===== src/rtl/mul8_nibble_seq.sv =====
// Sequential 8x8 unsigned multiplier driving an external 4x4 slice.
// Optional multiply-accumulate (in_clr port) under MUL8_SEQ_MAC_EN.
module mul8_nibble_seq #(
  parameter int MUL_LAT = 0
) (
  input  logic        clk,
  input  logic        rst_n,
  input  logic        in_valid,
  output logic        in_ready,
  input  logic [7:0]  in_a,
  input  logic [7:0]  in_b,
`ifdef MUL8_SEQ_MAC_EN
  input  logic        in_clr,
`endif
  output logic        out_valid,
  input  logic        out_ready,
  output logic [15:0] out_p,
  output logic [3:0]  mul_a,
  output logic [3:0]  mul_b,
  input  logic [8:0]  mul_p
);

  typedef enum logic [1:0] {
    IDLE,
    MUL,
    DONE
  } state_e;

  localparam logic [1:0] LAT = 2'(MUL_LAT);

  state_e      state_q, state_d;
  logic [1:0]  step_q, step_d;
  logic [1:0]  wait_q, wait_d;
  logic        load_q, load_d;
  logic [7:0]  a_q, a_d;
  logic [7:0]  b_q, b_d;
  logic [15:0] acc_q, acc_d;
  logic        out_valid_q, out_valid_d;
  logic [15:0] out_p_q, out_p_d;
  logic [3:0]  mul_a_q, mul_a_d;
  logic [3:0]  mul_b_q, mul_b_d;
  logic        in_ready_q, in_ready_d;

  logic        acc_clr;
  logic [3:0]  sh;
  logic [15:0] term;
  logic [15:0] sum;
  logic [7:0]  nx;

  function automatic logic [7:0] nibs(
    input logic [1:0] s,
    input logic [7:0] a,
    input logic [7:0] b
  );
    logic [3:0] na;
    logic [3:0] nb;
    na = s[0] ? a[7:4] : a[3:0];
    nb = s[1] ? b[7:4] : b[3:0];
    return {na, nb};
  endfunction

`ifdef MUL8_SEQ_MAC_EN
  assign acc_clr = in_clr;
`else
  assign acc_clr = 1'b1;
`endif

  always_comb begin
    unique case (step_q)
      2'd0:    sh = 4'd0;
      2'd3:    sh = 4'd8;
      default: sh = 4'd4;
    endcase
  end

  // slice bit 8 is kept; anything shifted past bit 15 wraps away
  assign term = {7'b0, mul_p} << sh;
  assign sum  = acc_q + term;
  assign nx   = nibs(step_q + 2'd1, a_q, b_q);

  always_comb begin
    state_d     = state_q;
    step_d      = step_q;
    wait_d      = wait_q;
    load_d      = load_q;
    a_d         = a_q;
    b_d         = b_q;
    acc_d       = acc_q;
    out_valid_d = out_valid_q;
    out_p_d     = out_p_q;
    mul_a_d     = mul_a_q;
    mul_b_d     = mul_b_q;
    in_ready_d  = in_ready_q;
    unique case (state_q)
      IDLE: begin
        if (in_valid) begin
          a_d        = in_a;
          b_d        = in_b;
          acc_d      = acc_clr ? 16'd0 : acc_q;
          step_d     = 2'd0;
          wait_d     = 2'd0;
          load_d     = 1'b1;
          in_ready_d = 1'b0;
          state_d    = MUL;
        end
      end
      MUL: begin
        // first MUL cycle only presents step 0 to the slice
        if (load_q) begin
          load_d           = 1'b0;
          {mul_a_d, mul_b_d} = nibs(2'd0, a_q, b_q);
        end else if (wait_q == LAT) begin
          acc_d  = sum;
          wait_d = 2'd0;
          step_d = step_q + 2'd1;
          if (step_q == 2'd3) begin
            state_d     = DONE;
            out_valid_d = 1'b1;
            out_p_d     = sum;
            mul_a_d     = 4'd0;
            mul_b_d     = 4'd0;
          end else begin
            {mul_a_d, mul_b_d} = nx;
          end
        end else begin
          wait_d = wait_q + 2'd1;
        end
      end
      DONE: begin
        if (out_ready) begin
          out_valid_d = 1'b0;
          in_ready_d  = 1'b1;
          state_d     = IDLE;
        end
      end
      default: state_d = IDLE;
    endcase
  end

  always_ff @(posedge clk or negedge rst_n) begin
    if (!rst_n) begin
      state_q     <= IDLE;
      step_q      <= 2'd0;
      wait_q      <= 2'd0;
      load_q      <= 1'b0;
      a_q         <= 8'd0;
      b_q         <= 8'd0;
      acc_q       <= 16'd0;
      out_valid_q <= 1'b0;
      out_p_q     <= 16'd0;
      mul_a_q     <= 4'd0;
      mul_b_q     <= 4'd0;
      in_ready_q  <= 1'b1;
    end else begin
      state_q     <= state_d;
      step_q      <= step_d;
      wait_q      <= wait_d;
      load_q      <= load_d;
      a_q         <= a_d;
      b_q         <= b_d;
      acc_q       <= acc_d;
      out_valid_q <= out_valid_d;
      out_p_q     <= out_p_d;
      mul_a_q     <= mul_a_d;
      mul_b_q     <= mul_b_d;
      in_ready_q  <= in_ready_d;
    end
  end

  assign in_ready  = in_ready_q;
  assign out_valid = out_valid_q;
  assign out_p     = out_p_q;
  assign mul_a     = mul_a_q;
  assign mul_b     = mul_b_q;

endmodule


===== config.mk =====
export PLATFORM = sky130hd
export DESIGN_NAME = mul8_nibble_seq
export DESIGN_NICKNAME = d
export VERILOG_FILES = /design/src/rtl/mul8_nibble_seq.sv
export SDC_FILE = /design/constraint.sdc
export NUM_CORES = 1
export LEC_CHECK = 0
export CAP_MARGIN = 30
export CORE_ASPECT_RATIO = 0.7
export CORE_MARGIN = 2
export CORE_UTILIZATION = 58
export CTS_CLUSTER_DIAMETER = 50
export DETAILED_ROUTE_END_ITERATION = 12
export PLACE_DENSITY = 0.85
export SETUP_SLACK_MARGIN = 0.05
export SKIP_LAST_GASP = 1
export SLEW_MARGIN = 20
export SYNTH_ARGS = -nofsm -noshare
export SYNTH_HDL_FRONTEND = slang
export SYNTH_SLANG_ARGS = --single-unit
export TNS_END_PERCENT = 50

===== constraint.sdc =====
create_clock -name clk -period 10.4 [get_ports clk]
set_clock_uncertainty 0.15 [all_clocks]
set_input_delay 2.08 -clock clk [delete_from_list [all_inputs] [get_ports clk]]
set_output_delay 2.08 -clock clk [all_outputs]
set_load 0.01 [all_outputs]

==> metrics.yaml, run 1 <==
worst_setup_path:
  critical_path.startpoint_type: "primary input"
  type_of_the_setup_path_with_the_least_slack: "primary input to register"
  number_of_gates_on_the_worst_path_with_buffers_counted: 10
  worst_ep_arrival_time_ns: 4.62
  critical_path.n_buffers_inverters: 1
  crit_family: "compound AO/OA/AOI/OAI gates"
  rr_worst_depth: 11
  timing.critical_path.required_ns: 10.48
  crit_path_end_kind: "register"
  critical-path-slowest-cell: "sky130_fd_sc_hd__clkdlybuf4s50_1"
  crit_path_max_incr_delay_ns: 0.45
  path_cells: "clkdlybuf4s50_1 > and2_1 > ha_1 > fa_1 > a21o_1 > a31o_1 > a21oi_2 > a21oi_1 > xor2_1 > mux2_2"
  timing.critical_path.fanout_max: 3
logic_synthesis:
  synth_enable_flop_cells: 0
  ys_dominant_reg_cell: "sky130_fd_sc_hd__dfrtp_1"
  yosys.area_share.xor_xnor_pct: 3.80
  synth.cell_area_um2: 3460
  seq_area_frac_synth_pct: 47.0
  combinational_family_with_the_most_area_after_synthesis: "compound AO/OA/AOI/OAI gates"
  yosys.area_share.simple_pct: 8.68
  netlist_top_cells_area: "sky130_fd_sc_hd__dfrtp_1, sky130_fd_sc_hd__mux2_2, sky130_fd_sc_hd__ha_1"
  yosys_warnings: 0
  synth_top_cell_by_area: "sky130_fd_sc_hd__dfrtp_1"
  synthDominantCellAreaShare_pct: 46.3
  ys_ff_latch: 65
  synth-async-reset-ratio_pct: 100
  avgSynthCellArea_um2: 11.2
  netlist-cell-type-count: 46
  synthMuxAreaShare_pct: 14.6
  synth_compound_area_share_pct: 16.3
  post_synth_inst_count: 308
  post_synth_fa_ha_maj_area_fraction_pct: 7.45
  synth.net_count: 357
sta:
  maximum_frequency_from_static_timing_analysis_mhz: 220
  worst-slew-pin-transition_ns: 0.795
  report.final.setup_viol: 0
  finalMaxSlewViolations: 0
  finalCriticalPeriod_ns: 4.54
  setup-tns-final_ns: 0
  hold_viol: 0
  maxSlewHeadroom_pct: 47.0
  grt_setup_unrepaired: "no"
  final.period_utilization_pct: 43.7
cells_and_area:
  multi_input_area_um2: 1760
  postLayoutCoreUtil_pct: 74.3
  finalNonFillerCells: 446
  number_of_filler_instances_in_the_final_layout: 377
  area_growth_pct: 23.5
  layout_common_cells: "sky130_fd_sc_hd__dfrtp_1, sky130_fd_sc_hd__clkdlybuf4s50_1, sky130_fd_sc_hd__mux2_2, sky130_fd_sc_hd__nand2_1, sky130_fd_sc_hd__ha_1"
  seq_area_um2: 1630
  most_frequent_standard_cell_in_the_layout_excluding_fill_and_tap_cells: "sky130_fd_sc_hd__dfrtp_1"
  final_net_count: 415
  antenna_cells_inserted: 0
  ratio_of_cells_with_drive_above_1_in_the_final_layout_pct: 17.8
global_route:
  grt_first_pass_wirelength_mm: 11.8
  grt_start_max_net_pins: 66
  grt_antenna_before_repair: 0
  gr-total-overflow: 0
  first_global_vias: 2385
  global_route.usage.total_pct: 24.0
clocking:
  clock_sinks: 65
  clock_tree_from_tritoncts: "built"
  cts_setup_buffers: 0
  cts.path.max_buffers: 2
  worst_path_clk_slew_ns: 0.07
  cts_resized: 0
  cts-buffers-inserted: 9
  cts_hold_buffers: 0
  cts.root.buffer_cell: "sky130_fd_sc_hd__clkbuf_8"
  insertion_delay_ns: 0.35
  h-tree-depth: 3
routing:
  wire_per_inst_um: 16.3
  antenna_violating_nets_post_route: 0
  via_count: 2546
  route.detailed.vias_per_inst: 5.71
  route.final.wire_length_mm: 7.29
  drc: 0
  drt_pass1_iterations: 4
  detailedRoute.firstIterationViolations: 244
worst_hold_path:
  holdCritPathClass: "register to register"
  whs_path_depth: 2
die:
  floorplan.die.height_um: 68.6
  floorplan.io_pins: 55
  initial_core_util_pct: 60.1
  placement_rows: 23
  core_um2: 5760
  die-area_um2: 6610
  dieWidth_um: 96.3
power_and_ir_drop:
  power.density_nw_per_um2: 362
  peakVddDrop_mv: 0.180
  cellLeakagePower_nw: 1.94
flow_run:
  max_cap_violations: 0
placed_design:
  port_buffers: 54
  finalWeightedCongestion: 0.959
  dpl.cell_count: 429
  dpl.hpwl_mm: 5.25
run_status:
  outcome: "finished, final reports clean"
==> stage by stage <==
| step | area [µm²] | power [mW] | hold WS, ns | worst slack [ns] |
|---|---|---|---|---|
| 2_1_floorplan | 3460 | 1.07 | 0.305 | 6.23 |
| 3_3_place_gp | 4060 | 1.30 | 0.318 | 5.61 |
| 3_5_place_dp | 4060 | 1.33 | 0.328 | 5.54 |
| 4_1_cts | 4260 | 1.55 | 0.344 | 5.92 |
| 5_1_grt | 4270 | 1.66 | 0.365 | 5.74 |
| 6_report | 4270 | 1.55 | 0.346 | 5.86 |
==> power by group <==
part,internal [mW],leakage (nW),switching [mW]
clock network,0.116,0.0953,0.0980
logic,0.419,1.04,0.473
registers,0.372,0.807,0.0701
total,0.907,1.94,0.641
==> sequential cells by signal (all words and copies together) (netlist names) <==
register / count
mul_a: 4
out_valid: 1
mul_b: 4
wait_q: 2
step_q: 2
b_q: 8
in_ready: 1
acc_q: 16
load_q: 1
state_q: 2
a_q: 8
out_p: 16
==> cells in the mapped netlist, drive strengths merged, types with 5 or more instances <==
cell	instances
dfrtp	64
mux2	32
nand2	25
nor2	21
a21oi	20
ha	19
a22o	18
o21ai	16
mux2i	14
xnor2	10
buf	7
inv	7
nor2b	7
a21o	6
xor2	5
==> routing by layer <==
metal	global-route usage (%)	vias to the layer above	wire, µm
li1	-	1225	-
met1	36.5	1237	3690
met2	32.7	72	3100
met3	6.63	12	381
met4	8.27	0	123
met5	0	-	0
==> worst register-to-register path, stage by stage, from the launching register on <==
cell and delay, ns:
sky130_fd_sc_hd__dfrtp_1 0.41, sky130_fd_sc_hd__ha_1 0.61, sky130_fd_sc_hd__nor2_1 0.15, sky130_fd_sc_hd__and2_1 0.19
sky130_fd_sc_hd__ha_1 0.22, sky130_fd_sc_hd__fa_1 0.42, sky130_fd_sc_hd__a21o_1 0.22, sky130_fd_sc_hd__a31o_1 0.24
sky130_fd_sc_hd__a21oi_2 0.25, sky130_fd_sc_hd__a21oi_1 0.12, sky130_fd_sc_hd__xor2_1 0.18, sky130_fd_sc_hd__mux2_2 0.27
==> cell families (layout without fill, tap and decap cells) <==
kind of cell	count (synthesis)	after routing
AND/OR/NAND/NOR	65	65
flip-flops	65	65
multiplexers	46	46
XOR/XNOR	15	15
AO/OA/AOI/OAI	79	79
adder cells (fa/ha/maj)	20	20
buffers and inverters	18	81
==> final timing paths <==
| kind | startpoint | endpoint | slack, ns |
|---|---|---|---|
| min reg2reg | mul_b[0] | mul_b[0] | 0.35 |
| max | mul_p[0] | out_p[12] | 5.86 |
| max reg2reg | step_q[0] | out_p[12] | 6.86 |
| min | mul_b[0] | mul_b[0] | 0.35 |
| min in group asynchronous | rst_n | acc_q[9] | 1.74 |
| max in group asynchronous | rst_n | out_p[13] | 7.82 |
==> cell type report <==
| type | count | share of cell area [%] |
|---|---|---|
| clock buffers | 11 | 3.31 |
| clock inverters | 5 | 1.29 |
| inverters | 7 | 0.615 |
| multi-input cells | 225 | 41.1 |
| flip-flops and latches | 65 | 38.1 |
| well taps | 75 | 2.20 |
| repair buffers | 58 | 13.4 |
Note: power is estimated with default switching activity, not from simulation.
==> inputs of run 2 (changes only) <==
- CORE_UTILIZATION: 58 -> 49
- PLACE_DENSITY: 0.85 -> 0.77
- clock period: 10.4 -> 3.7 ns (I/O delays scaled with it)
==> run 2 against run 1 <==
Net effect:
- non-clock buffer count increased by 2
- design area rose by 0.79%
- clock power grew to 2.8 times the previous value
- worst setup slack got worse by 5.4 ns
- hold slack lost 0.18 ns
- sequential share of layout area shrank 0.30 points
==> metrics.yaml, run 2 (synthesis gave the netlist of run 1 again) <==
clocking:
  cts_hold_buffers: 0
  cts_setup_buffers: 0
  clock_tree_from_tritoncts: "built"
  h-tree-depth: 3
  clock_sinks: 65
  cts.root.buffer_cell: "sky130_fd_sc_hd__clkbuf_8"
  worst_path_clk_slew_ns: 0.07
  cts_resized: 0
  cts.path.max_buffers: 2
  cts-buffers-inserted: 9
  insertion_delay_ns: 0.35
die:
  die-area_um2: 7760
  initial_core_util_pct: 51.0
  placement_rows: 25
  floorplan.die.height_um: 74.3
  dieWidth_um: 104
  floorplan.io_pins: 55
  core_um2: 6790
sta:
  maxSlewHeadroom_pct: 51.6
  hold_viol: 0
  fin_ws_ns: 0.415
  finalMaxSlewViolations: 0
  report.final.setup_viol: 0
  setup-tns-final_ns: 0
  final.period_utilization_pct: 88.8
  timing.hold.ws_ns: 0.167
  maximum_frequency_from_static_timing_analysis_mhz: 304
  finalCriticalPeriod_ns: 3.29
  grt_setup_unrepaired: "no"
  worst-slew-pin-transition_ns: 0.727
cells_and_area:
  final_net_count: 417
  area_growth_pct: 24.5
  antenna_cells_inserted: 0
  layout_common_cells: "sky130_fd_sc_hd__dfrtp_1, sky130_fd_sc_hd__clkdlybuf4s50_1, sky130_fd_sc_hd__mux2_2, sky130_fd_sc_hd__nand2_1, sky130_fd_sc_hd__ha_1"
  ratio_of_cells_with_drive_above_1_in_the_final_layout_pct: 18.5
  most_frequent_standard_cell_in_the_layout_excluding_fill_and_tap_cells: "sky130_fd_sc_hd__dfrtp_1"
routing:
  wire_per_inst_um: 15.9
  drc: 0
  antenna_violating_nets_post_route: 0
  route.final.wire_length_mm: 7.45
  drt_pass1_iterations: 4
  via_count: 2512
  route.detailed.vias_per_inst: 5.38
  detailedRoute.firstIterationViolations: 175
flow_run:
  max_cap_violations: 0
worst_hold_path:
  holdCritPathClass: "primary input to asynchronous set/reset pin"
worst_setup_path:
  crit_path_max_incr_delay_ns: 0.43
  rr_worst_depth: 11
  crit_path_start: "step_q[0]"
  cpMostUsedCell: "sky130_fd_sc_hd__ha_1"
  worst_ep_arrival_time_ns: 3.38
  setup.reg_to_reg.worst_slack_ns: 0.41
  timing.critical_path.fanout_max: 13
  type_of_the_setup_path_with_the_least_slack: "register to register"
  critical-path-slowest-cell: "sky130_fd_sc_hd__ha_1"
  crit-reg2reg-capture: "out_p[12]"
  crit_path_end_kind: "register"
  path_cells: "ha_1 > nor2_1 > and2_1 > ha_1 > fa_1 > a21o_1 > a31o_1 > a21oi_2 > a21oi_1 > xor2_1 > mux2_2"
  timing.critical_path.required_ns: 3.79
  critical_path.reg2reg.startpoint: "step_q[0]"
  critical_path.startpoint_type: "register"
global_route:
  grt_first_pass_wirelength_mm: 12.4
  grt_start_max_net_pins: 28
  grt_antenna_before_repair: 0
  global_route.usage.total_pct: 20.9
  first_global_vias: 2502
  gr-total-overflow: 0
placed_design:
  port_buffers: 54
  preCtsSetupSlack_ns: 0.230
  dpl.hpwl_mm: 5.40
  finalWeightedCongestion: 0.882
power_and_ir_drop:
  power.density_nw_per_um2: 1010
  design_power_total_mw: 4.36
  cellLeakagePower_nw: 1.95
  peakVddDrop_mv: 0.455
run_status:
  outcome: "finished, final reports clean"
## run 2: changes by cell type in the layout (fill, tap and decap cells not counted)
| cell | before | now |
|---|---|---|
| sky130_fd_sc_hd__buf_4 | 3 | 5 |
| sky130_fd_sc_hd__buf_6 | 0 | 1 |
| sky130_fd_sc_hd__clkinv_2 | 2 | 4 |
| sky130_fd_sc_hd__clkbuf_1 | 1 | 0 |
| sky130_fd_sc_hd__buf_8 | 1 | 0 |
| sky130_fd_sc_hd__clkinvlp_4 | 2 | 1 |
## run 2: critical path: cells and delay by family (launching register included)
| kind | cells | cell delay, ns |
|---|---|---|
| fa+ha+maj | 3 | 1.04 |
| compound gates | 4 | 0.80 |
| flops | 1 | 0.40 |
| simple gates | 2 | 0.33 |
| mux | 1 | 0.27 |
| xor+xnor | 1 | 0.16 |
## run 2: where the power goes
group | switching, mW | internal, mW
registers | 0.197 | 1.05
clock network | 0.280 | 0.324
logic | 1.33 | 1.19
total | 1.81 | 2.55
## run 2: cell type report
type / instances / area [µm²]
clock buffers: 10 / 138
flip-flops and latches: 65 / 1630
well taps: 94 / 118
multi-input cells: 225 / 1760
clock inverters: 6 / 57.6
inverters: 7 / 26.3
fillers: 532 / 2480
repair buffers: 60 / 584
## run 2: worst max path at each step
| stage | end | slack [ns] |
|---|---|---|
| after global placement | out_p[14] | 0.27 |
| after floorplan | out_p[14] | 0.39 |
| after CTS | out_p[12] | 0.44 |
| after global routing | out_p[12] | 0.23 |
| final | out_p[12] | 0.41 |
| after detailed placement | out_p[12] | 0.23 |
## run 2: metrics by stage
stage | cell area [µm²] | utilization [%] | cells
after floorplan | 3460 | - | 308
after global placement | 4100 | 60.4 | 450
after detailed placement | 4100 | 60.4 | 450
after CTS | 4300 | 63.3 | 466
after global routing | 4310 | 63.5 | 467
final | 4310 | 63.5 | 467
## run 2: metal layers
metal / GRT usage [%] / routed length, µm
met5: 0 / 0
met4: 9.31 / 114
met3: 5.70 / 372
met2: 30.2 / 3210
met1: 29.8 / 3750
==> inputs of run 3 (changes only) <==
- CORE_UTILIZATION: 49 -> 54
- PLACE_DENSITY: 0.77 -> 0.8
- clock period: 3.7 -> 3.74 ns (I/O delays scaled with it)
==> run 3 against run 2 <==
Net effect:
- design area shrank 0.90%
- flip-flop and latch count is the same
- global-route usage grew 2.2 points
- first-iteration DRC count shrank 51%
- die area shrank 8.8%
- via count shrank 0.44%
- utilization grew 5.2 points
- worst setup slack lost 0.055 ns
- routed wire length shrank 1.9%
- fmax shrank 2.8%
==> metrics.yaml, run 3 (synthesis gave the netlist of run 1 again) <==
power_and_ir_drop:
  design_power_total_mw: 4.30
  combinationalPowerShare_pct: 57.9
  cellLeakagePower_nw: 1.94
  clock_power_share_pct: 13.3
  p_sw_share_pct: 41.2
  p_int_mw: 2.53
  peakVddDrop_mv: 0.593
  p_sw_mw: 1.77
  seq_power_share_pct: 28.8
  power.density_nw_per_um2: 1010
worst_setup_path:
  rr_worst_depth: 11
  setup.reg_to_reg.worst_slack_ns: 0.36
  crit-reg2reg-capture: "out_p[12]"
  critical_path.reg2reg.startpoint: "step_q[0]"
  timing.critical_path.required_ns: 3.82
  critical_path.startpoint_type: "register"
  type_of_the_setup_path_with_the_least_slack: "register to register"
  path_cells: "ha_1 > nor2_1 > and2_1 > ha_1 > fa_1 > a21o_1 > a31o_1 > a21oi_2 > a21oi_1 > xor2_1 > mux2_2"
  timing.critical_path.fanout_max: 9
  crit_family: "adder cells"
  crit_path_max_incr_delay_ns: 0.50
  cpMostUsedCell: "sky130_fd_sc_hd__ha_1"
  crit_path_end_kind: "register"
  critical-path-slowest-cell: "sky130_fd_sc_hd__ha_1"
  worst_ep_arrival_time_ns: 3.46
  critical_path.n_buffers_inverters: 0
sta:
  setup-tns-final_ns: 0
  finalCriticalPeriod_ns: 3.38
  worst-slew-pin-transition_ns: 0.802
  hold_viol: 0
  report.final.setup_viol: 0
  grt_setup_unrepaired: "no"
  maxSlewHeadroom_pct: 46.5
  finalMaxSlewViolations: 0
  fin_ws_ns: 0.360
  final.period_utilization_pct: 90.4
  maximum_frequency_from_static_timing_analysis_mhz: 296
routing:
  drc: 0
  drt_pass1_iterations: 4
  via_count: 2501
  wire_per_inst_um: 16.3
  route.detailed.vias_per_inst: 5.58
  antenna_violating_nets_post_route: 0
  detailedRoute.firstIterationViolations: 85
  route.final.wire_length_mm: 7.30
cells_and_area:
  final_net_count: 416
  multi_input_area_um2: 1760
  number_of_filler_instances_in_the_final_layout: 499
  area_growth_pct: 23.4
  seq_area_um2: 1630
  antenna_cells_inserted: 0
  layout_common_cells: "sky130_fd_sc_hd__dfrtp_1, sky130_fd_sc_hd__clkdlybuf4s50_1, sky130_fd_sc_hd__mux2_2, sky130_fd_sc_hd__nand2_1, sky130_fd_sc_hd__ha_1"
  most_frequent_standard_cell_in_the_layout_excluding_fill_and_tap_cells: "sky130_fd_sc_hd__dfrtp_1"
  finalNonFillerCells: 448
  ratio_of_cells_with_drive_above_1_in_the_final_layout_pct: 17.6
placed_design:
  port_buffers: 54
  preCtsSetupSlack_ns: 0.200
  dpl.hpwl_mm: 5.17
  finalWeightedCongestion: 0.865
  dpl.cell_count: 433
global_route:
  met2_layer_usage_reported_by_global_route_pct: 33.6
  grt_busiest_layer: "met1"
  grt.met3_usage_pct: 5.73
  grt_start_max_net_pins: 66
  grt_antenna_before_repair: 0
  global_route.usage.total_pct: 23.1
  globalRouteMet1Util_pct: 33.7
  first_global_vias: 2597
  grt_first_pass_wirelength_mm: 12.6
  gr-total-overflow: 0
clocking:
  cts.root.buffer_cell: "sky130_fd_sc_hd__clkbuf_8"
  cts_setup_buffers: 0
  cts_resized: 0
  insertion_delay_ns: 0.34
  clock_tree_from_tritoncts: "built"
  cts_hold_buffers: 0
  cts-buffers-inserted: 9
  h-tree-depth: 3
  clock_sinks: 65
  worst_path_clk_slew_ns: 0.07
  cts.path.max_buffers: 2
run_status:
  outcome: "finished, final reports clean"
die:
  core_um2: 6220
  die-area_um2: 7080
  dieWidth_um: 99.7
  placement_rows: 24
  floorplan.io_pins: 55
  initial_core_util_pct: 55.7
  floorplan.die.height_um: 71.0
worst_hold_path:
  worst_case_hold_path_end_point: "mul_a[2]"
  hold_start: "mul_a[2]"
  holdCritPathClass: "register to register"
  whs_path_depth: 2
flow_run:
  max_cap_violations: 0
[run 3: cell count changes in the layout (fill, tap and decap cells not counted), sizes merged]
cell    change
clkbuf      +1
buf         -1
clkinv      -3
[run 3: worst max-delay path by stage]
stage	depth (start not counted)	endpoint	start	slack [ns]
after floorplan	12	out_p[14]	step_q[0]	0.43
after global routing	11	out_p[14]	step_q[0]	0.17
after CTS	11	out_p[12]	step_q[0]	0.35
after detailed placement	10	out_p[12]	mul_p[0]	0.20
final	11	out_p[12]	step_q[0]	0.36
after global placement	10	out_p[14]	mul_p[0]	0.24
[run 3: power groups by stage]
stage          clock network (mW)  registers (mW)  logic, mW
2_1_floorplan                   0            1.24       1.73
3_3_place_gp                    0            1.23       2.38
3_5_place_dp                    0            1.24       2.45
4_1_cts                     0.589            1.24       2.48
5_1_grt                     0.621            1.28       2.76
6_report                    0.573            1.24       2.49
[run 3: worst reg2reg max path, cell delays in order (launching register included)]
cell	delay, ns
sky130_fd_sc_hd__dfrtp_1	0.42
sky130_fd_sc_hd__ha_1	0.50
sky130_fd_sc_hd__nor2_1	0.13
sky130_fd_sc_hd__and2_1	0.18
sky130_fd_sc_hd__ha_1	0.21
sky130_fd_sc_hd__fa_1	0.41
sky130_fd_sc_hd__a21o_1	0.22
sky130_fd_sc_hd__a31o_1	0.24
sky130_fd_sc_hd__a21oi_2	0.26
sky130_fd_sc_hd__a21oi_1	0.12
sky130_fd_sc_hd__xor2_1	0.16
sky130_fd_sc_hd__mux2_2	0.27
[run 3: per-stage QoR]
step	utilization (%)	area, µm²	hold WS [ns]
finish	68.7	4270	0.343
global route	68.7	4270	0.366
CTS	68.5	4260	0.340
detailed placement	65.5	4070	0.325
global placement	65.5	4070	0.321
floorplan	-	3460	0.302
[run 3: layout make-up]
class / count / share of cell area, %
Clock buffer: 11 / 3.31
Clock inverter: 3 / 0.996
Inverter: 7 / 0.615
Multi-Input combinational cell: 225 / 41.1
Sequential cell: 65 / 38.1
Tap cell: 78 / 2.29
Timing Repair Buffer: 59 / 13.5
[run 3: per-layer routing]
| metal | vias up | share of wire [%] | wire length (µm) |
|---|---|---|---|
| met5 | - | 0 | 0 |
| met4 | 0 | 1.3 | 98 |
| met3 | 9 | 3.2 | 233 |
| met2 | 46 | 44 | 3250 |
| met1 | 1225 | 51 | 3720 |
| li1 | 1221 | - | - |
==> RTL change (settings of run 3) <==
The 3 states of `state_e` get a one-hot encoding in 3 bits.
--- a/src/rtl/mul8_nibble_seq.sv
+++ b/src/rtl/mul8_nibble_seq.sv
@@ -22,6 +22,6 @@
 
-  typedef enum logic [1:0] {
-    IDLE,
-    MUL,
-    DONE
+  typedef enum logic [2:0] {
+    IDLE = 3'b001,
+    MUL  = 3'b010,
+    DONE = 3'b100
   } state_e;
Behaviour: no difference found for any inputs over 10 cycles, from zero or initial values and one cycle with rst_n low; not proved beyond that.
==> RTL change against run 3 <==
Sequential cell count is 1 higher. Synthesized cell count up 12%. Design area is 2.1% higher. Area after synthesis is 1.5% higher. Worst hold slack got worse by 110 ps. Critical endpoint is now acc_q[15]. Wire length increased by 12%. Critical path depth unchanged. Sequential share of layout area fell by 0.20 points. Global-route usage rose by 1.6 points. Via count grew 11%. Setup slack lost 68 ps.
Power is not compared: it rests on default switching activity, and its combinational part moved more than twofold at a synthesized area within 25%.
==> RTL change: results (changes against run 3) <==
* Path type of the worst min-delay path: in -> async (was reg -> reg)
* Number of combinational gates with multiple inputs at 260 (was 225)
* Most common library cells after synthesis: dfrtp_1, nand2_1, o21ai_0, mux2_2, ha_1 (was dfrtp_1, mux2_2, nand2_1, ha_1)
* Global-route wire length before repair at 13.7 mm (was 12.6 mm)
* Final weighted congestion in routability-driven placement at 0.981 (was 0.865)
* Complex-gate fraction of the synthesized area at 16.3% (about the same)
* Share of cell area taken by muxes after synthesis at 11.4% (was 14.6%)
* Synthesized area per cell at 10.2 um2 (was 11.2 um2)
* Final Net Count at 448 (was 416)
* Dominant cells by area after synthesis: dfrtp_1, mux2_2, ha_1 (unchanged)
* Portion of the layout cell area used by clock cells at 5.77% (was 4.31%)
* Synthesized cell area at 0.00351 mm2 (was 0.00346 mm2)
* Number of DRC markers in iteration 0 at 201 (was 85)
* Max Fanout on Critical Path at 8 (was 9)
* Count of flip-flops and latches at 66 (was 65)
* Adder-Cell Fraction of Synth Area at 7.34% (was 7.45%)
* Post-DR vias/cell at 5.77 (was 5.58)
* Post-detailed-routing wire length at 8.16 mm (was 7.30 mm)
* Global Route Usage Sum at 24.7% (was 23.1%)
* Cell variety after synth at 44 (was 46)
* Max-Slew Margin vs Limit at 43.0% (was 46.5%)
* Worst reg-to-reg setup slack at 290 ps (was 360 ps)
* Inst Count DP at 466 (was 433)
* Synthesized net count at 393 (was 357)
* Non-clock buffers, area share at 12.6% (was 13.5%)
* Per-cell routed wire length at 16.9 um (was 16.3 um)
* Arrival time of data at the critical path endpoint at 3560 ps (was 3460 ps)
* Largest net degree at the start of global routing at 43 (was 66)
* Count of clock-net buffers in the final layout at 10 (was 11)
* Drt first pass iters at 5 (was 4)
* Pre-CTS WS at 237 ps (was 200 ps)
* Outcome: finished clean (unchanged)
* Xor and xnor area share after synthesis at 3.49% (was 3.80%)
* Filler Cells Inserted at 496 (was 499)
* Sequential element share of the synthesized area at 47.1% (was 47.0%)
RTL change: cell count changes after synthesis, sizes merged, moves of 3 or more:
cell	run 3	this run
nand2	25	53
clkbuf	4	7
mux2	32	24
o21ai	16	37
a31oi	1	5
a22o	18	9
RTL change: cell families (layout without fill, tap and decap cells):
| kind of cell | count (synthesis) | count (layout) |
|---|---|---|
| adder cells (fa/ha/maj) | 20 | 20 |
| multiplexers | 37 | 37 |
| flip-flops | 66 | 66 |
| buffers and inverters | 18 | 78 |
| AO/OA/AOI/OAI | 92 | 92 |
| AND/OR/NAND/NOR | 97 | 97 |
| XOR/XNOR | 14 | 14 |
RTL change: worst max path at each step:
stage / endpoint / startpoint / slack, ps / cells after the start
after floorplan: out_p[8] / step_q[0] / 690 / 12
after global placement: out_p[8] / mul_p[0] / 310 / 10
after detailed placement: out_p[8] / mul_p[0] / 240 / 10
after CTS: out_p[8] / step_q[0] / 350 / 11
after global routing: acc_q[15] / step_q[0] / 70 / 11
final: acc_q[15] / step_q[0] / 290 / 11
RTL change: power by group through the flow:
stage	Sequential [mW]	Combinational (mW)	Clock (mW)
finish	1.04	1.22	0.746
global route	1.06	1.33	0.794
CTS	1.04	1.20	0.755
detailed placement	1.05	1.19	0
global placement	1.04	1.14	0
floorplan	1.04	0.817	0
RTL change: metal layers:
| metal | vias up | track usage (%) | wire, um |
|---|---|---|---|
| li1 | 1329 | - | - |
| met1 | 1321 | 36.2 | 3780 |
| met2 | 108 | 36.4 | 3600 |
| met3 | 23 | 7.61 | 631 |
| met4 | 0 | 5.33 | 148 |
| met5 | - | 0 | 0 |
RTL change: through the flow:
stage	cell area [um2]	utilization (%)	hold slack (ps)
after floorplan	3510	-	302
after global placement	4110	65.8	311
after detailed placement	4110	65.8	319
after CTS	4360	69.8	254
after global routing	4360	69.8	275
final	4360	69.8	235
